### config.mk
export PLATFORM = sky130hd
export DESIGN_NAME = int_arbiter
export DESIGN_NICKNAME = d
export VERILOG_FILES = /design/src/rtl/int_arbiter_pkg.sv /design/src/rtl/int_sync_edge.sv /design/src/rtl/int_arbiter.sv
export SDC_FILE = /design/constraint.sdc
export NUM_CORES = 1
export LEC_CHECK = 0
export BUFFER_PORTS_ARGS = -buffer_cell sky130_fd_sc_hd__buf_2
export CORE_ASPECT_RATIO = 0.8
export CORE_MARGIN = 1
export CORE_UTILIZATION = 45
export CTS_BUF_LIST = sky130_fd_sc_hd__clkbuf_4 sky130_fd_sc_hd__clkbuf_8
export DETAILED_ROUTE_END_ITERATION = 7
export PLACE_DENSITY = 0.7
export SLEW_MARGIN = 40
export SYNTH_ARGS = -nofsm -noshare
export SYNTH_HDL_FRONTEND = slang
export SYNTH_SLANG_ARGS = --single-unit
export TNS_END_PERCENT = 30
### constraint.sdc
create_clock -name clock -period 1.5 [get_ports clock]
set_input_delay 0.15 -clock clock [delete_from_list [all_inputs] [get_ports clock]]
set_output_delay 0.15 -clock clock [all_outputs]
set_load 0.02 [all_outputs]
### src/rtl/int_arbiter_pkg.sv
// rtl/int_arbiter_pkg.sv - shared state encoding and constants for the interrupt arbiter
package int_arbiter_pkg;

  // Default number of external interrupt lines and index width
  localparam int N_IRQ_DEF = 6;
  localparam int ID_W_DEF  = 3;

  // Cause.ExcCode value recorded by CP0 when an interrupt is taken
  localparam logic [4:0] EXC_CODE_INT = 5'b00000;

  // Sequencer states
  typedef enum logic [1:0] {
    ST_IDLE    = 2'd0,
    ST_REQ     = 2'd1,
    ST_SERVICE = 2'd2
  } arb_state_t;

endpackage

### src/rtl/int_sync_edge.sv
// rtl/int_sync_edge.sv - two-flop synchronizer and rising-edge detector for one interrupt line
module int_sync_edge (
  input  logic clock,
  input  logic reset,
  input  logic irq_raw,
  output logic rise
);

  logic sync1;
  logic sync2;
  logic prev;

  // Synchronize the raw line and keep the previous synchronized value for edge detection
  always_ff @(posedge clock or negedge reset) begin
    if (!reset) begin
      sync1 <= 1'b0;
      sync2 <= 1'b0;
      prev  <= 1'b0;
    end else begin
      sync1 <= irq_raw;
      sync2 <= sync1;
      prev  <= sync2;
    end
  end

  assign rise = sync2 & ~prev;

endmodule

### src/rtl/int_arbiter.sv
// rtl/int_arbiter.sv - interrupt arbiter/sequencer for CP0; INT_ROUND_ROBIN_EN selects round-robin winner search
module int_arbiter
  import int_arbiter_pkg::*;
#(
  parameter int N_IRQ = N_IRQ_DEF,
  parameter int ID_W  = ID_W_DEF
) (
  input  logic             clock,
  input  logic             reset,
  input  logic [N_IRQ-1:0] irq_in,
  input  logic [N_IRQ-1:0] im,
  input  logic             ie,
  input  logic             exc_busy,
  input  logic             int_ack,
  input  logic             eret,
  output logic             int_req,
  output logic [ID_W-1:0]  int_id,
  output logic [N_IRQ-1:0] int_pending,
  output logic             in_service
);

  arb_state_t       state;
  arb_state_t       state_next;
  logic [ID_W-1:0]  id_next;
  logic             ack_take;
  logic [N_IRQ-1:0] rise_vec;
  logic [N_IRQ-1:0] pending;
  logic [N_IRQ-1:0] ack_clr;
  logic [N_IRQ-1:0] eligible;
  logic [ID_W-1:0]  search_start;

  // First requesting line found when scanning upward from start, wrapping at N_IRQ
  function automatic logic [ID_W-1:0] pick_winner(input logic [N_IRQ-1:0] req,
                                                   input logic [ID_W-1:0]  start);
    logic [ID_W-1:0] win;
    logic [ID_W-1:0] sel;
    logic            found;
    int              idx;
    win   = '0;
    found = 1'b0;
    for (int k = 0; k < N_IRQ; k++) begin
      idx = (int'(start) + k) % N_IRQ;
      sel = ID_W'(idx);
      if (!found && req[sel]) begin
        win   = sel;
        found = 1'b1;
      end
    end
    return win;
  endfunction

  genvar g;
  generate
    for (g = 0; g < N_IRQ; g++) begin : g_line
      int_sync_edge u_sync (
        .clock   (clock),
        .reset   (reset),
        .irq_raw (irq_in[g]),
        .rise    (rise_vec[g])
      );
    end
  endgenerate

  // One-hot clear of the acknowledged line
  always_comb begin
    ack_clr = '0;
    if (ack_take) begin
      ack_clr[int_id] = 1'b1;
    end
  end

  // Pending latches: a new edge wins over a simultaneous acknowledge clear
  always_ff @(posedge clock or negedge reset) begin
    if (!reset) begin
      pending <= '0;
    end else begin
      pending <= (pending & ~ack_clr) | rise_vec;
    end
  end

  assign eligible = (ie && !exc_busy) ? (pending & im) : '0;

`ifdef INT_ROUND_ROBIN_EN
  logic [ID_W-1:0] rr_ptr;

  // Last-granted line; the next search begins just after it
  always_ff @(posedge clock or negedge reset) begin
    if (!reset) begin
      rr_ptr <= ID_W'(N_IRQ - 1);
    end else if (ack_take) begin
      rr_ptr <= int_id;
    end
  end

  assign search_start = (rr_ptr >= ID_W'(N_IRQ - 1)) ? '0 : rr_ptr + ID_W'(1);
`else
  assign search_start = '0;
`endif

  // Sequencer state and frozen winner index
  always_ff @(posedge clock or negedge reset) begin
    if (!reset) begin
      state  <= ST_IDLE;
      int_id <= '0;
    end else begin
      state  <= state_next;
      int_id <= id_next;
    end
  end

  // Next state: arbitrate in IDLE, hold in REQ until ack or withdraw, wait for eret in SERVICE
  always_comb begin
    state_next = state;
    id_next    = int_id;
    ack_take   = 1'b0;
    case (state)
      ST_IDLE: begin
        if (|eligible) begin
          id_next    = pick_winner(eligible, search_start);
          state_next = ST_REQ;
        end
      end
      ST_REQ: begin
        if (int_ack) begin
          ack_take   = 1'b1;
          state_next = ST_SERVICE;
        end else if (!eligible[int_id]) begin
          state_next = ST_IDLE;
        end
      end
      ST_SERVICE: begin
        if (eret) begin
          state_next = ST_IDLE;
        end
      end
      default: begin
        state_next = ST_IDLE;
      end
    endcase
  end

  assign int_req     = (state == ST_REQ);
  assign in_service  = (state == ST_SERVICE);
  assign int_pending = pending;

endmodule
==> results.toml, run 1 <==
[route]
drt-initial-drc-count = 24
firstDrtPassIters = 5
vias = 846
antenna_left = 0
drcViolationCount = 0
viasPerCell = 5.42
drt-total-wl_mm = 1.93
wire_per_inst_microns = 12.4

[synthesis]
yosys.area_share.simple_pct = 10.1
synthMuxAreaShare_pct = 0
synthCells = 90
synth-compound-area-share_pct = 18.8
synth_warnings = 0
synthAdderAreaFrac_pct = 0
ys_seq_area_share_pct = 67.8
synth-xor-area-share_pct = 0
syn_area_per_cell_sq_um = 11.9
synth_seq_cells = 29
yosysUniqueCellTypes = 26
synth_area_sq_mm = 0.00107
synth_nets = 108
synth_top_family_by_area = "compound AO/OA/AOI/OAI gates"

[power]
p_leak_nw = 0.646
p_per_area_mw_per_mm2 = 1490
peakVddDrop_mv = 1.10

[global_route]
grt_pass1_wl_mm = 3.01
grt_max_degree = 30
antenna_found_initial = 0
grt_usage_pct = 16.9
grt_pass1_vias = 714
grt_overflow = 0

[floorplanning]
die-width_microns = 56.5
rows = 15
io_pins = 29
core_region_area_sq_mm = 0.00220
dieArea_sq_mm = 0.00258
fp.dieH_microns = 45.6
initial_core_util_pct = 48.7

[placement]
port_buffers = 28
place_congestion = 0.826
hpwl_mm = 1.33
dp.cells = 141

[clocking]
cts_tree = "done"
numCtsBuffers = 5
cts_buffer_depth = 2
path_clk_slew_ns = 0.08
clockRootBuffer = "clkbuf_4"
htreeDepth = 2
cts-resized-gates = 0
insertion_delay_ns = 0.31
clock-sinks = 29

[sta]
grt_setup_unrepaired = "false"
clock.fmax_mhz = 710
setup_viol = 0
fin_crit_sh_pct = 94.0
holdWs_ns = 0.100
max_slew.worst_pin.slew_ns = 0.604
hold_viol = 0
skew_ns = 0.00969
min_period_ns = 1.41
relSlewSlack_pct = 59.7
setup_tns_ns = 0
slew_viol_final = 0

[worst_hold_path]
hp-class = "primary input to flop"

[critical_path]
cp_max_fo = 5
path_class = "flop to flop"
worst_setup_path_start_kind = "flop"
crit_required_ns = 1.68
critPathArrivalTime_ns = 1.59
end_kind = "flop"

[run_status]
status = "completed"

[cells_and_area]
multi_input_area_sq_um = 309
nets = 149
stdcell_count = 156
utilization_pct = 63.0
n_antenna_cell = 0
drive_gt1_share_pct = 29.0
syn2layout_area_growth_pct = 29.2
regArea_sq_um = 726
fillers = 188

[job]
drv_cap = 0
-- flip-flops by register name, summed over array words and instances, names as in the netlist --
signal and count:
g_line.u_sync.prev 6, g_line.u_sync.sync2 6, int_id 3, state 2, g_line.u_sync.sync1 6, int_pending 6
-- metrics by stage --
step	setup slack, ns	cell area (sq um)	power (mW)
6_report	0.0907	1380	2.06
3_5_place_dp	0.111	1230	1.47
4_1_cts	0.0987	1380	2.07
3_3_place_gp	0.187	1230	1.46
2_1_floorplan	0.155	1070	1.30
5_1_grt	0.0135	1380	2.18
-- layer usage --
layer	global-route usage, %	vias up	routed length [microns]
met5	0	-	0
met4	9.27	0	53
met3	8.81	11	151
met2	26.1	48	879
met1	19.4	384	846
li1	-	403	-
-- final timing paths --
kind,slack (ns),start,to,cells after the start
hold reg to reg,0.35,g_line[1].u_sync.sync1$_DFF_PN0_,g_line[1].u_sync.sync2$_DFF_PN0_,0
setup / recovery,0.09,state[1]$_DFFE_PN0P_,int_pending[0]$_DFF_PN0_,4
min in group asynchronous,0.37,reset,state[0]$_DFFE_PN0P_,2
setup reg to reg,0.09,state[1]$_DFFE_PN0P_,int_pending[0]$_DFF_PN0_,4
max in group asynchronous,0.73,reset,state[1]$_DFFE_PN0P_,2
hold / removal,0.10,eret,state[1]$_DFFE_PN0P_,3
-- layout make-up --
cell class / instances / share of cell area (%)
Clock buffer: 5 / 2.71
Inverter: 7 / 1.90
Multi-Input combinational cell: 52 / 22.4
Sequential cell: 29 / 52.5
Tap cell: 25 / 2.26
Clock inverter: 2 / 2.53
Timing Repair Buffer: 36 / 15.7
-- what timing repair did --
| item | CTS | global route |
|---|---|---|
| hold endpoints to repair | 35 | 0 |
| hold buffers | 7 | 0 |
| setup endpoints to repair | 0 | 1 |
| buffers inserted | 0 | 1 |
-- power by group --
part           total [mW]  switching [mW]  internal [mW]
Sequential           1.03           0.148          0.877
Combinational       0.448           0.261          0.187
Clock               0.585           0.246          0.339
Total                2.06           0.655           1.40
-- cell families after synthesis --
family / Yosys count
simple gates: 19
flops: 29
compound gates: 33
buf+inv: 9
-- Yosys cell counts, drive strengths merged --
cell,instances,area [sq um]
and4bb,1,12.5
nor2,1,3.75
o21bai,1,7.51
buf,1,5.00
a21oi,7,35.0
or3b,1,8.76
nand2b,3,18.8
a41oi,1,8.76
nand3b,1,7.51
inv,7,26.3
a221o,1,10.0
clkbuf,1,3.75
a32oi,1,8.76
nand2,7,26.3
o31ai,3,22.5
a22o,1,8.76
nor2b,1,6.26
a211oi,2,15.0
and2b,1,7.51
a31oi,1,6.26
a311oi,1,8.76
nand3,2,10.0
dfrtp,29,726
o21ai,14,70.1
or2,1,6.26
-- critical path, stage by stage, from the launching register on --
cell      delay, ns
dfrtp_1        0.41
nand3b_1       0.22
or2_2          0.32
o31ai_1        0.22
o21ai_0        0.12
-- layout by cell type (no fill, tap or decap), drive strengths merged, types with 2 or more instances in the layout --
cell type,n
dfrtp,29
buf,29
o21ai,14
inv,7
nand2,7
a21oi,7
dlygate4sd3,7
clkbuf,5
nand2b,3
o31ai,3
nand3,2
a211oi,2
(Power assumes the default switching activity.)
==> run 2, diff against run 1 <==
--- a/config.mk
+++ b/config.mk
@@ -11,6 +11,7 @@
 export CORE_UTILIZATION = 45
 export CTS_BUF_LIST = sky130_fd_sc_hd__clkbuf_4 sky130_fd_sc_hd__clkbuf_8
 export DETAILED_ROUTE_END_ITERATION = 7
+export HOLD_SLACK_MARGIN = 0.12
 export PLACE_DENSITY = 0.7
 export SLEW_MARGIN = 40
 export SYNTH_ARGS = -nofsm -noshare
==> run 2 against run 1 <==
Net effect:
- non-clock buffer count increased by 1
- highest routed layer unchanged
- routed wire length is 1.2% higher
- clock power hardly changed
- critical endpoint unchanged
- largest cell class unchanged
==> results.toml, run 2 (same netlist as run 1, synthesis figures left out) <==
[route]
drcViolationCount = 0
antenna_left = 0
viasPerCell = 5.39
wire_per_inst_microns = 12.4
drt-initial-drc-count = 22
firstDrtPassIters = 5
vias = 847
drt-total-wl_mm = 1.95

[critical_path]
critPathArrivalTime_ns = 1.59
cp_max_fo = 5
path_class = "flop to flop"
crit_required_ns = 1.68
end_kind = "flop"
worst_setup_path_start_kind = "flop"

[global_route]
grt_max_degree = 30
antenna_found_initial = 0
grt_pass1_vias = 714
grt_pass1_wl_mm = 3.01
grt_usage_pct = 16.9
grt_overflow = 0

[power]
p_total_mw = 2.06
peakVddDrop_mv = 1.11
p_leak_nw = 0.650
p_per_area_mw_per_mm2 = 1480

[placement]
hpwl_mm = 1.33
place_congestion = 0.826
port_buffers = 28
place_area_sq_mm = 0.00123

[sta]
setup_viol = 0
holdWs_ns = 0.201
hold_viol = 0
relSlewSlack_pct = 59.7
max_slew.worst_pin.slew_ns = 0.604
clock.fmax_mhz = 709
min_period_ns = 1.41
slew_viol_final = 0
fin_crit_sh_pct = 94.0
grt_setup_unrepaired = "false"
setup_tns_ns = 0
skew_ns = 0.00951

[cells_and_area]
drive_gt1_share_pct = 28.8
nets = 150
syn2layout_area_growth_pct = 30.2
layout_commonest_cell = "dfrtp_1"
regArea_sq_um = 726
multi_input_area_sq_um = 309
fillers = 186
n_antenna_cell = 0
final_area_sq_mm = 0.00139
mostFrequentLayoutCells = "29 x dfrtp_1, 28 x buf_2, 10 x o21ai_0"
utilization_pct = 63.4

[floorplanning]
rows = 15
initial_core_util_pct = 48.7
io_pins = 29
core_region_area_sq_mm = 0.00220
dieArea_sq_mm = 0.00258
die-width_microns = 56.5
fp.dieH_microns = 45.6

[clocking]
path_clk_slew_ns = 0.09
clockRootBuffer = "clkbuf_4"
htreeDepth = 2
cts-resized-gates = 0
cts_tree = "done"
insertion_delay_ns = 0.31
numCtsBuffers = 5
clock-sinks = 29
cts_buffer_depth = 2

[run_status]
status = "completed"

[job]
drv_cap = 0

[worst_hold_path]
hp-class = "primary input to flop"
-- run 2: cell count changes in the layout (fill, tap and decap cells not counted) --
cell           previous run  this run
dlygate4sd3_1             7         8
-- run 2: layout make-up --
cell class	instances	area share, %
clock buffer	5	2.70
clock inverter	2	2.52
inverter	7	1.89
multi-input combinational	52	22.2
sequential	29	52.1
tap	25	2.25
timing repair buffer	37	16.4
-- run 2: timing repair --
action                                 4_1_cts  5_1_grt
endpoints found under the hold margin       36        0
hold buffers                                 8        0
setup buffers                                0        1
setup endpoints to repair                    0        1
-- run 2: critical path, stage by stage (launching register included) --
cell,delay [ns]
dfrtp_1,0.41
nand3b_1,0.22
or2_2,0.32
o31ai_1,0.22
o21ai_0,0.12
-- run 2: path summary, 6_finish.rpt --
path	start	endpoint	slack, ns	depth (start not counted)
worst min-delay path	im[4]	state[0]$_DFFE_PN0P_	0.20	3
worst max-delay path	state[1]$_DFFE_PN0P_	int_pending[0]$_DFF_PN0_	0.09	4
worst max register to register	state[1]$_DFFE_PN0P_	int_pending[0]$_DFF_PN0_	0.09	4
worst min register to register	g_line[1].u_sync.sync1$_DFF_PN0_	g_line[1].u_sync.sync2$_DFF_PN0_	0.35	0
max in group asynchronous	reset	state[1]$_DFFE_PN0P_	0.73	2
min in group asynchronous	reset	state[0]$_DFFE_PN0P_	0.37	2
-- run 2: power breakdown --
part	internal [mW]	leakage, nW	total [mW]	switching (mW)
Clock	0.339	0.0410	0.584	0.245
Combinational	0.189	0.283	0.449	0.260
Sequential	0.877	0.326	1.03	0.151
Total	1.41	0.650	2.06	0.656
-- run 2: metrics by stage --
stage                     std cells  setup slack [ns]
after floorplan                  90             0.155
after detailed placement        141             0.111
final                           157            0.0903
after CTS                       156            0.0987
after global routing            157            0.0135
after global placement          141             0.187
-- run 2: routing by layer --
layer / wire length, microns / part of all wire [%] / global-route usage, %
met3: 157 / 8.0 / 8.81
met1: 860 / 44 / 19.4
met2: 893 / 46 / 26.1
met4: 42 / 2.1 / 9.27
met5: 0 / 0 / 0
==> run 3, diff against run 2 <==
--- a/config.mk
+++ b/config.mk
@@ -8,11 +8,11 @@
 export BUFFER_PORTS_ARGS = -buffer_cell sky130_fd_sc_hd__buf_2
 export CORE_ASPECT_RATIO = 0.8
 export CORE_MARGIN = 1
-export CORE_UTILIZATION = 45
+export CORE_UTILIZATION = 53
 export CTS_BUF_LIST = sky130_fd_sc_hd__clkbuf_4 sky130_fd_sc_hd__clkbuf_8
 export DETAILED_ROUTE_END_ITERATION = 7
 export HOLD_SLACK_MARGIN = 0.12
-export PLACE_DENSITY = 0.7
+export PLACE_DENSITY = 0.81
 export SLEW_MARGIN = 40
 export SYNTH_ARGS = -nofsm -noshare
 export SYNTH_HDL_FRONTEND = slang
==> constraint.sdc (replaced) <==
create_clock -name clock -period 1.5 [get_ports clock]
set_input_delay 0.15 -clock clock [delete_from_list [all_inputs] [get_ports clock]]
set_output_delay 0.15 -clock clock [all_outputs]
set_load 0.05 [all_outputs]
==> run 3 against run 2 <==
Net effect:
- via count rose by 2.6%
- sequential power hardly changed
- fmax is 4.0% higher
- setup slack improved by 0.054 ns
- routed wire length fell by 0.41%
- worst hold slack got worse by 0.032 ns
- die area decreased by 15%
- final cell count down 1.3%
- first-iteration DRC count up 55%
- power increased by 8.3%
- critical path type unchanged
- sequential share of layout area grew 0.37 points
- global-route usage rose by 5.4 points
==> results.toml, run 3 (same netlist as run 1, synthesis figures left out) <==
[run_status]
status = "completed"

[route]
drt-initial-drc-count = 34
drcViolationCount = 0
wire_per_inst_microns = 12.6
firstDrtPassIters = 4
drt-total-wl_mm = 1.95
vias = 869
antenna_left = 0
viasPerCell = 5.61

[clocking]
insertion_delay_ns = 0.31
htreeDepth = 2
numCtsBuffers = 5
clock-sinks = 29
cts_hold_buf = 8
cts_buffer_depth = 2
cts_tree = "done"
path_clk_slew_ns = 0.08
clockRootBuffer = "clkbuf_4"
post_cts_buffers = 0
cts-resized-gates = 0

[sta]
holdWs_ns = 0.169
min_period_ns = 1.36
grt_setup_unrepaired = "false"
setup_viol = 0
clock.fmax_mhz = 738
skew_ns = 0.00612
slew_viol_final = 0
relSlewSlack_pct = 59.9
hold_viol = 0
fin_ws_ns = 0.145
setup_tns_ns = 0
max_slew.worst_pin.slew_ns = 0.601
fin_crit_sh_pct = 90.4

[floorplanning]
initial_core_util_pct = 56.5
die-width_microns = 52.2
dieArea_sq_mm = 0.00220
rows = 14
fp.dieH_microns = 42.2
io_pins = 29
core_region_area_sq_mm = 0.00189

[cells_and_area]
n_antenna_cell = 0
drive_gt1_share_pct = 29.0
nets = 149
syn2layout_area_growth_pct = 29.5
fillers = 132
mostFrequentLayoutCells = "28 x dfrtp_1, 28 x buf_2, 10 x o21ai_0"

[global_route]
grt_max_degree = 30
grt_overflow = 0
grt_pass1_wl_mm = 3.40
grt_pass1_vias = 836
grt_usage_pct = 22.3
antenna_found_initial = 0

[critical_path]
critPathArrivalTime_ns = 1.56
crit_required_ns = 1.70
worst_setup_path_start_kind = "flop"
cp_max_fo = 5
rr_startpoint = "state[1]$_DFFE_PN0P_"
rr_endpoint = "int_pending[2]$_DFF_PN0_"
path_class = "flop to flop"
ff2ff_path_depth = 4
end_kind = "flop"
rrSetupSlack_ns = 0.14

[placement]
hpwl_mm = 1.33
port_buffers = 28
post-place-ws_ns = 0.161
place_congestion = 0.839

[power]
p_per_area_mw_per_mm2 = 1610
p_leak_nw = 0.645
peakVddDrop_mv = 0.995

[job]
drv_cap = 0

[worst_hold_path]
min_from = "int_ack"
holdPathEnd = "state[1]$_DFFE_PN0P_"
whs_path_depth = 3
hp-class = "primary input to flop"
run 3: changes by cell type in the layout (fill, tap and decap cells not counted), sizes merged:
| cell | before | now |
|---|---|---|
| buf | 29 | 28 |
run 3: critical path, stage by stage, from the launching register on:
cell	delay [ns]
dfrtp_1	0.41
nand3b_1	0.21
or3b_1	0.41
o21ai_1	0.14
o21ai_1	0.08
run 3: power breakdown:
| group | total (mW) | switching (mW) | internal [mW] |
|---|---|---|---|
| logic | 0.620 | 0.434 | 0.186 |
| registers | 1.03 | 0.146 | 0.880 |
| clock network | 0.586 | 0.247 | 0.339 |
| total | 2.23 | 0.828 | 1.40 |
run 3: metal layers:
layer	wire length (microns)	global-route usage (%)
met5	0	0
met4	41	9.47
met3	131	9.78
met2	957	35.9
met1	815	25.7
run 3: how the worst max path moves through the flow:
stage                                     start                  endpoint  slack [ns]  cells after the start
after floorplan           int_id[2]$_DFFE_PN0P_  int_pending[0]$_DFF_PN0_      0.0005                      4
after global placement     state[1]$_DFFE_PN0P_  int_pending[2]$_DFF_PN0_        0.20                      4
after detailed placement   state[1]$_DFFE_PN0P_  int_pending[2]$_DFF_PN0_        0.16                      4
after CTS                  state[1]$_DFFE_PN0P_  int_pending[0]$_DFF_PN0_        0.14                      4
after global routing       state[1]$_DFFE_PN0P_  int_pending[1]$_DFF_PN0_        0.05                      4
final                      state[1]$_DFFE_PN0P_  int_pending[2]$_DFF_PN0_        0.14                      4
run 3: through the flow:
step | util (%) | power [mW] | cell area [sq um] | cells
after global routing | 73.2 | 2.36 | 1390 | 155
after CTS | 73.2 | 2.25 | 1390 | 155
final | 73.2 | 2.23 | 1390 | 155
after floorplan | - | 1.47 | 1070 | 90
after global placement | 65.1 | 1.63 | 1230 | 140
after detailed placement | 65.1 | 1.64 | 1230 | 140
run 3: area by class of cell:
cell class	instances	area [sq um]	area share (%)
flip-flops and latches	29	727	52.5
multi-input cells	52	309	22.3
repair buffers	36	220	15.9
clock buffers	5	37.5	2.71
clock inverters	2	35.0	2.53
well taps	24	30.0	2.17
inverters	7	26.3	1.90
